**config.mk**
```make
export PLATFORM = sky130hd
export DESIGN_NAME = fetch_unit
export DESIGN_NICKNAME = d
export VERILOG_FILES = /design/src/rtl/fetch_pkg.sv /design/src/rtl/fetch_fifo.sv /design/src/rtl/fetch_unit.sv
export SDC_FILE = /design/constraint.sdc
export NUM_CORES = 1
export LEC_CHECK = 0
export ABC_AREA = 1
export CAP_MARGIN = 10
export CELL_PAD_IN_SITES_DETAIL_PLACEMENT = 0
export CELL_PAD_IN_SITES_GLOBAL_PLACEMENT = 1
export CORE_MARGIN = 5
export CORE_UTILIZATION = 45
export DETAILED_ROUTE_END_ITERATION = 12
export GPL_ROUTABILITY_DRIVEN = 0
export PLACE_DENSITY_LB_ADDON = 0.12
export SLEW_MARGIN = 25
export SYNTH_ARGS = -nofsm -noshare
export SYNTH_HDL_FRONTEND = slang
export SYNTH_SLANG_ARGS = --single-unit
```
**constraint.sdc**
```tcl
create_clock -name clk -period 30.3 [get_ports clk]
set_input_delay 4.545 -clock clk [delete_from_list [all_inputs] [get_ports clk]]
set_output_delay 4.545 -clock clk [all_outputs]
set_load 0.01 [all_outputs]
```
**src/rtl/fetch_pkg.sv**
```systemverilog
// fetch_pkg: shared constants and queue entry type for the instruction fetch stage.
package fetch_pkg;
   localparam logic [31:0] PC_RESET_DEFAULT = 32'h8002_0000;
   localparam logic [1:0]  MEM_ACCESS_WORD  = 2'b00;
   typedef struct packed {
      logic [31:0] pc;
      logic [31:0] insn;
   } fetch_entry_t;
endpackage

```
**src/rtl/fetch_fifo.sv**
```systemverilog
// fetch_fifo: synchronous instruction queue with flush, occupancy count and simultaneous push/pop.
module fetch_fifo
   import fetch_pkg::*;
#(
   parameter int DEPTH = 4
) (
   input  logic                       clk,
   input  logic                       rst,
   input  logic                       flush_i,
   input  logic                       push_i,
   input  fetch_entry_t               din_i,
   input  logic                       pop_i,
   output fetch_entry_t               dout_o,
   output logic [$clog2(DEPTH):0]     count_o
);
   localparam int AW = $clog2(DEPTH);
   fetch_entry_t   mem_q [DEPTH];
   logic [AW-1:0]  wr_q, rd_q;
   logic [AW:0]    count_q;
   assign dout_o  = mem_q[rd_q];
   assign count_o = count_q;
   // Pointers wrap naturally because DEPTH is a power of two.
   always_ff @(posedge clk or posedge rst) begin
      if (rst) begin
         wr_q    <= '0;
         rd_q    <= '0;
         count_q <= '0;
         for (int i = 0; i < DEPTH; i++) mem_q[i] <= '0;
      end else if (flush_i) begin
         wr_q    <= '0;
         rd_q    <= '0;
         count_q <= '0;
      end else begin
         if (push_i) begin
            mem_q[wr_q] <= din_i;
            wr_q        <= wr_q + 1'b1;
         end
         if (pop_i) rd_q <= rd_q + 1'b1;
         count_q <= count_q + (AW+1)'(push_i) - (AW+1)'(pop_i);
      end
   end
endmodule

```
**src/rtl/fetch_unit.sv**
```systemverilog
// fetch_unit: PC owner issuing single-word reads and queueing {pc, insn} for decode.
// Optional FETCH_MISALIGN_TRAP_EN: misaligned redirect raises sticky fault and halts fetch.
module fetch_unit
   import fetch_pkg::*;
#(
   parameter logic [31:0] PC_RESET   = PC_RESET_DEFAULT,
   parameter int          FIFO_DEPTH = 4
) (
   input  logic        clk,
   input  logic        rst,
   output logic [31:0] mem_addr,
   output logic        mem_enable,
   output logic        mem_rd_wr,
   output logic [1:0]  mem_access_size,
   output logic [31:0] mem_data_in,
   input  logic        mem_busy,
   input  logic [31:0] mem_data_out,
   input  logic        redirect,
   input  logic [31:0] redirect_pc,
   output logic        insn_valid,
   input  logic        insn_ready,
   output logic [31:0] insn,
   output logic [31:0] insn_pc,
   output logic        fault
);
   localparam int CW = $clog2(FIFO_DEPTH) + 1;
   logic [31:0]  fetch_pc_q, fetch_pc_d, inflight_pc_q, inflight_pc_d, target_pc;
   logic         inflight_q, inflight_d, fault_q, fault_d, issue, push, pop;
   logic [CW-1:0] count;
   fetch_entry_t resp, head;
`ifdef FETCH_MISALIGN_TRAP_EN
   assign target_pc = redirect_pc;
   assign fault_d   = fault_q | (redirect & (redirect_pc[1:0] != 2'b00));
`else
   assign target_pc = redirect_pc & 32'hFFFF_FFFC;
   assign fault_d   = 1'b0;
`endif
   // Count plus the outstanding read reserves a queue slot for every issued word.
   assign issue = !rst && !redirect && !mem_busy && !fault_q &&
                  (count + CW'(inflight_q)) < CW'(FIFO_DEPTH);
   // Redirect flushes the queue and drops the response arriving on the same edge.
   assign push       = inflight_q & ~redirect;
   assign pop        = insn_valid & insn_ready & ~redirect;
   assign resp       = '{pc: inflight_pc_q, insn: mem_data_out};
   assign insn_valid = count != '0;
   assign insn       = head.insn;
   assign insn_pc    = head.pc;
   assign mem_addr        = fetch_pc_q;
   assign mem_enable      = issue;
   assign mem_rd_wr       = 1'b1;
   assign mem_access_size = MEM_ACCESS_WORD;
   assign mem_data_in     = '0;
   assign fault           = fault_q;
   always_comb begin
      fetch_pc_d    = redirect ? target_pc : issue ? fetch_pc_q + 32'd4 : fetch_pc_q;
      inflight_d    = issue;
      inflight_pc_d = issue ? fetch_pc_q : inflight_pc_q;
   end
   always_ff @(posedge clk or posedge rst) begin
      if (rst) begin
         fetch_pc_q    <= PC_RESET;
         inflight_q    <= 1'b0;
         inflight_pc_q <= '0;
         fault_q       <= 1'b0;
      end else begin
         fetch_pc_q    <= fetch_pc_d;
         inflight_q    <= inflight_d;
         inflight_pc_q <= inflight_pc_d;
         fault_q       <= fault_d;
      end
   end
   fetch_fifo #(.DEPTH(FIFO_DEPTH)) u_fifo (
      .clk     (clk),
      .rst     (rst),
      .flush_i (redirect),
      .push_i  (push),
      .din_i   (resp),
      .pop_i   (pop),
      .dout_o  (head),
      .count_o (count)
   );
endmodule
```
==> qor.yml, run 1 <==
placement:
  portBuffers: 160
  postPlaceCellArea_mm2: 0.0163
  hpwl_um: 22900
route:
  routed_wl_um: 37500
  via_count: 11900
  wl_per_cell_um: 16.0
  first_iter_violations: 789
  drt_pass1_iterations: 5
  vias_per_cell: 5.08
  drtAntennaViolNets: 0
  drcViolationCount: 0
floorplan:
  core.rowCount: 66
  die_w_um: 192
  die_area_mm2: 0.0367
  io_pins: 203
  core_mm2: 0.0325
  die-height_um: 192
  floorplan.initialDensity_pct: 45.6
global_routing:
  grt_max_degree: 133
  grt_pass1_wl_um: 61500
  grt_usage_pct: 20.6
  grt_pass1_vias: 11800
  antenna_found_initial: 0
  grt.overflow.total: 0
setup_path:
  reg2reg_slack_ns: 28.08
  cp_num_cells: 7
  worstPathCellList: "clkdlybuf4s50_1 > buf_4 > nor3_2 > nand3_2 > buf_4 > inv_2 > clkdlybuf4s50_1"
  critical_path.startpoint: "redirect"
  critPathMaxStageDelay_ns: 0.61
  cp-endpoint: "mem_enable"
  worst-path-max-fanout: 67
  timing.rr.end: "u_fifo.mem_q[178]"
  reg2reg_depth: 5
  criticalPathCategory: "input port to primary output"
  crit_slowest_cell: "clkdlybuf4s50_1"
  startpoint_type: "input port"
  cp_num_buf_inv: 5
  crit_required_ns: 25.76
  path_delay_family: "buffers and inverters"
  endpoint_kind: "primary output"
  cp.arrival_ns: 7.18
  r2r-start: "u_fifo.wr_q[1]"
timing:
  finalClockSkew_ns: 0.0150
  fmax_mhz: 85.3
  final_hold_viol_count: 0
  tightestPinTransition_ns: 0.945
  min_period_over_period_pct: 38.7
  final.setup.tns_ns: 0
  period_minus_slack_ns: 11.73
  finalMaxSlewViolations: 0
  setup_viol: 0
  rsz0062_at_grt: "no"
  max-slew-margin-rel_pct: 37.0
clock_network:
  post_cts_buffers: 0
  htreeDepth: 2
  cts_hold_buf: 0
  cts_tree: "built"
  cts_resized: 0
  clk_latency_ns: 0.50
  cts_root_buf: "clkbuf_16"
  clk_path_buf_depth: 3
  clock-sinks: 316
  cts_buffers: 37
  clk_pin_slew_worst_paths_ns: 0.06
yosys:
  ys_types: 34
  ys.flop_type: "dfrtp_1"
  synth-edff-count: 0
  ys_ff_latch: 316
  seq_area_frac_synth_pct: 53.3
  synth_area_per_cell_um2: 8.33
  async_flop_share_pct: 100
  synthCells: 1781
  yosys_warnings: 0
  synth.cell_area_mm2: 0.0148
finish:
  area_growth_syn_to_layout_pct: 18.2
  drive_above_1_share_pct: 5.77
  final_nets: 1960
  fin_area_mm2: 0.0175
  diodes: 0
  fill_cells: 3125
  post-route-util_pct: 53.9
flow_run:
  maxCapViolations: 0
pwr:
  p_leak_nw: 8.21
  powerDensity_mw_per_mm2: 80.6
  irDropWorstVdd_uv: 32.3
run_status:
  status: "completed"
min_path:
  hp-class: "flop to flop"
state kept, by name (all words and copies together), names as in the netlist:
register	count
u_fifo.mem_q	248
u_fifo.count_o	3
u_fifo.rd_q	2
mem_addr	30
inflight_pc_q	30
inflight_q	1
u_fifo.wr_q	2
cells by family after synthesis:
kind of cell / synth area share [%]
AND/OR/NAND/NOR: 19.1
AO/OA/AOI/OAI: 16.8
flip-flops: 53.3
buffers and inverters: 9.65
adder cells (fa/ha/maj): 0.726
XOR/XNOR: 0.236
other: 0.0506
where the power goes:
group | internal, mW | switching (mW)
sequential | 0.499 | 0.0524
combinational | 0.195 | 0.228
clock | 0.271 | 0.166
total | 0.965 | 0.447
layer usage:
metal / vias up / global-route usage [%] / share of wire, %
met5: - / 0 / 0
met4: 0 / 4.92 / 1.9
met3: 54 / 3.73 / 5.8
met2: 309 / 34.1 / 46
met1: 5601 / 28.3 / 46
li1: 5957 / - / -
layout make-up:
| cell class | instances | area [µm²] | share of cell area [%] |
|---|---|---|---|
| Clock buffer | 54 | 1120 | 6.39 |
| Multi-Input combinational cell | 1229 | 5630 | 32.1 |
| Timing Repair Buffer | 174 | 1740 | 9.91 |
| Clock inverter | 7 | 91.3 | 0.521 |
| Inverter | 125 | 483 | 2.76 |
| Tap cell | 442 | 553 | 3.15 |
| Sequential cell | 316 | 7920 | 45.2 |
stage by stage:
| step | hold slack [ns] | std cells | setup slack (ns) | power (mW) |
|---|---|---|---|---|
| 3_5_place_dp | 0.464 | 2285 | 18.51 | 0.986 |
| 3_3_place_gp | 0.460 | 2285 | 18.52 | 0.982 |
| 6_report | 0.478 | 2347 | 18.57 | 1.41 |
| 2_1_floorplan | 0.448 | 1819 | 17.02 | 0.786 |
| 4_1_cts | 0.479 | 2346 | 18.50 | 1.43 |
| 5_1_grt | 0.499 | 2347 | 18.32 | 1.50 |
worst min-delay path by stage:
stage	start	endpoint	slack (ns)	cells after the start
2_1_floorplan	u_fifo.mem_q[177]	u_fifo.mem_q[177]	0.45	2
4_1_cts	u_fifo.mem_q[179]	u_fifo.mem_q[179]	0.48	2
5_1_grt	u_fifo.mem_q[99]	u_fifo.mem_q[99]	0.50	2
3_5_place_dp	u_fifo.mem_q[179]	u_fifo.mem_q[179]	0.46	2
6_report	u_fifo.mem_q[94]	u_fifo.mem_q[94]	0.48	2
3_3_place_gp	u_fifo.mem_q[179]	u_fifo.mem_q[179]	0.46	2
synthesized netlist by cell type, drive strengths merged (3+ instances only):
cell    count  share of area [%]
buf        97                5.2
clkbuf     52                1.3
dfrtp     314                 53
ha          7               0.59
inv       124                3.1
nand2     447                 12
nand3      74                2.5
nor2      171                4.7
o21ai     415                 14
o22ai      62                2.6
xnor2       3               0.18
worst register-to-register path, stage by stage (launching register included):
cell and delay, ns:
dfrtp_1 0.37, inv_1 0.08, ha_1 0.21, nand2_4 0.47, buf_4 0.74, o21ai_0 0.19
cells in the final DEF (no fill, tap or decap), types with 4 or more instances in the layout:
master           synthesis  routed
inv_1                  122     120
nand2_4                  5       5
ha_1                     7       7
clkbuf_1                52       4
nand2_2                  5       5
clkbuf_16                0      37
conb_1                   2      40
buf_4                   44      10
clkbuf_8                 0      13
nor2_1                 160     160
clkinv_2                 0       5
o22ai_1                 62      62
nand3_1                 73      73
nand2_1                437     437
nor2_2                   6       6
clkdlybuf4s50_1          0     160
o21ai_2                  6       6
dfrtp_1                314     312
o21ai_0                155     155
nor2_4                   5       5
o21ai_1                254     254
Power figures use the tool's default switching activity.
==> run 2: changes to the inputs <==
--- a/config.mk
+++ b/config.mk
@@ -10,7 +10,7 @@
 export CELL_PAD_IN_SITES_DETAIL_PLACEMENT = 0
 export CELL_PAD_IN_SITES_GLOBAL_PLACEMENT = 1
 export CORE_MARGIN = 5
-export CORE_UTILIZATION = 45
+export CORE_UTILIZATION = 41
 export DETAILED_ROUTE_END_ITERATION = 12
 export GPL_ROUTABILITY_DRIVEN = 0
 export PLACE_DENSITY_LB_ADDON = 0.12
==> constraint.sdc (replaced) <==
create_clock -name clk -period 11.7 [get_ports clk]
set_input_delay 1.755 -clock clk [delete_from_list [all_inputs] [get_ports clk]]
set_output_delay 1.755 -clock clk [all_outputs]
set_load 0.01 [all_outputs]
==> qor.yml, run 2 (synthesis results as in run 1) <==
global_routing:
  grt.overflow.total: 0  # unchanged
  grt_usage_pct: 18.7  # -1.9 points
  use_met1_pct: 25.8  # -2.6 points
  top_usage_layer: "met2"
  grt_pass1_wl_um: 62600  # +1.8%
  gr-usage-met2_pct: 31.0  # -3.1 points
  antenna_found_initial: 0  # unchanged
  grt_pass1_vias: 11600  # -1.2%
  grt_max_degree: 177  # +33%
  grtUsageMet3_pct: 3.64  # -0.087 points
setup_path:
  startpoint_type: "input port"
  timing.rr.end: "u_fifo.rd_q[1]"
  reg2reg_slack_ns: 9.17  # -18.91 ns
  worst-path-max-fanout: 40  # -40%
  r2r-start: "u_fifo.rd_q[0]"
  reg2reg_depth: 5  # unchanged
  criticalPathCategory: "input port to primary output"
  endpoint_kind: "primary output"
  cp.arrival_ns: 4.05  # -3.13 ns
  crit_required_ns: 9.95  # -15.81 ns
  critical_path.startpoint: "redirect"
min_path:
  hold_depth: 2  # unchanged
  worstHoldEndpoint: "u_fifo.mem_q[180]"
  hp-class: "flop to flop"
  hp-start: "u_fifo.mem_q[180]"
floorplan:
  die_area_mm2: 0.0401  # +9.2%
  die-height_um: 200  # +4.5%
  floorplan.initialDensity_pct: 41.6  # -4.0 points
  die_w_um: 200  # +4.5%
  core_mm2: 0.0357  # +9.6%
  io_pins: 203  # unchanged
  core.rowCount: 69  # +4.5%
placement:
  hpwl_um: 22600  # -1.1%
  portBuffers: 160  # unchanged
  postPlaceCellArea_mm2: 0.0163  # +0.14%
clock_network:
  post_cts_buffers: 0  # unchanged
  cts_resized: 0  # unchanged
  cts_buffers: 36  # -2.7%
  clk_latency_ns: 0.52  # +0.02 ns
  clk_path_buf_depth: 3  # unchanged
  clk_pin_slew_worst_paths_ns: 0.06  # about the same
  cts_tree: "built"
  cts_root_buf: "clkbuf_16"
  clock-sinks: 316  # unchanged
  cts_hold_buf: 0  # unchanged
  htreeDepth: 2  # unchanged
run_status:
  status: "completed"
timing:
  finalMaxSlewViolations: 0  # unchanged
  rsz0062_at_grt: "no"
  tightestPinTransition_ns: 0.980  # +0.0349 ns
  finalClockSkew_ns: 0.0143  # -0.000686 ns
  final_hold_viol_count: 0  # unchanged
  min_period_over_period_pct: 49.6
  period_minus_slack_ns: 5.81
  fmax_mhz: 172
  max-slew-margin-rel_pct: 34.7  # -2.3 points
  setup_viol: 0  # unchanged
  final.setup.tns_ns: 0  # unchanged
finish:
  area_growth_syn_to_layout_pct: 18.5
  drive_above_1_share_pct: 5.47  # -0.30 points
  post-route-util_pct: 49.3  # -4.6 points
  layout_common_cells: "nand2_1, dfrtp_1, o21ai_1, nor2_1, clkdlybuf4s50_1"
  fin_area_mm2: 0.0176  # +0.21%
  mostFrequentLayoutCell: "nand2_1"
  diodes: 0  # unchanged
  final_nets: 1958  # -0.10%
  top_register: "u_fifo.mem_q"
  largest_register_ffs: 248  # unchanged
route:
  first_iter_violations: 688  # -13%
  vias_per_cell: 5.00  # -1.7%
  via_count: 11800  # -1.1%
  drtAntennaViolNets: 0  # unchanged
  routed_wl_um: 38200  # +1.8%
  wl_per_cell_um: 16.2  # +1.2%
  drcViolationCount: 0  # unchanged
  drt_pass1_iterations: 4  # -1
pwr:
  irDropWorstVdd_uv: 84.4  # +160%
  finalPower_mw: 3.69  # +160%
  p_leak_nw: 8.19  # -0.19%
  powerDensity_mw_per_mm2: 210  # +160%
flow_run:
  maxCapViolations: 0  # unchanged
[run 2: cell types whose count changed in the layout (fill, tap and decap cells not counted), sizes merged]
cell	before	now
inv	124	126
buf	14	13
clkinvlp	0	2
clkbuf	54	48
clkinv	6	1
bufinv	2	5
[run 2: how the worst max path moves through the flow]
stage,to,slack [ns],cells after the start
after floorplan,inflight_pc_q[10],1.21,1
after detailed placement,mem_enable,5.86,6
final,mem_enable,5.89,6
after global routing,mem_enable,5.74,6
after global placement,mem_enable,5.87,6
after CTS,mem_enable,5.86,6
[run 2: stage by stage]
step / hold WS (ns) / worst slack (ns) / cells
2_1_floorplan: 0.448 / 1.21 / 1819
6_report: 0.475 / 5.89 / 2361
3_5_place_dp: 0.466 / 5.86 / 2302
3_3_place_gp: 0.463 / 5.87 / 2302
5_1_grt: 0.498 / 5.74 / 2361
4_1_cts: 0.481 / 5.86 / 2359
[run 2: worst max-delay path, cell delays in order]
cell and delay, ns:
clkdlybuf4s50_1 0.39, buf_4 0.27, nor3_2 0.29, nand3_2 0.11, inv_2 0.54, clkdlybuf4s50_1 0.68
[run 2: power breakdown]
group / internal [mW] / leakage, nW / total (mW) / switching [mW]
Combinational: 0.505 / 3.39 / 1.10 / 0.593
Sequential: 1.29 / 4.22 / 1.43 / 0.138
Clock: 0.723 / 0.585 / 1.16 / 0.438
Total: 2.52 / 8.19 / 3.69 / 1.17
[run 2: final cells by class]
type                    instances  area, µm²
fillers                      3502      18100
flip-flops and latches        316       7920
multi-input cells            1229       5630
repair buffers                173       1750
clock buffers                  48       1030
well taps                     461        577
inverters                     125        484
clock inverters                 9        183
[run 2: metal layers]
layer	up-vias	share of wire, %
met2	253	46
met5	-	0
met4	0	1.6
li1	5941	-
met3	39	5.1
met1	5561	47
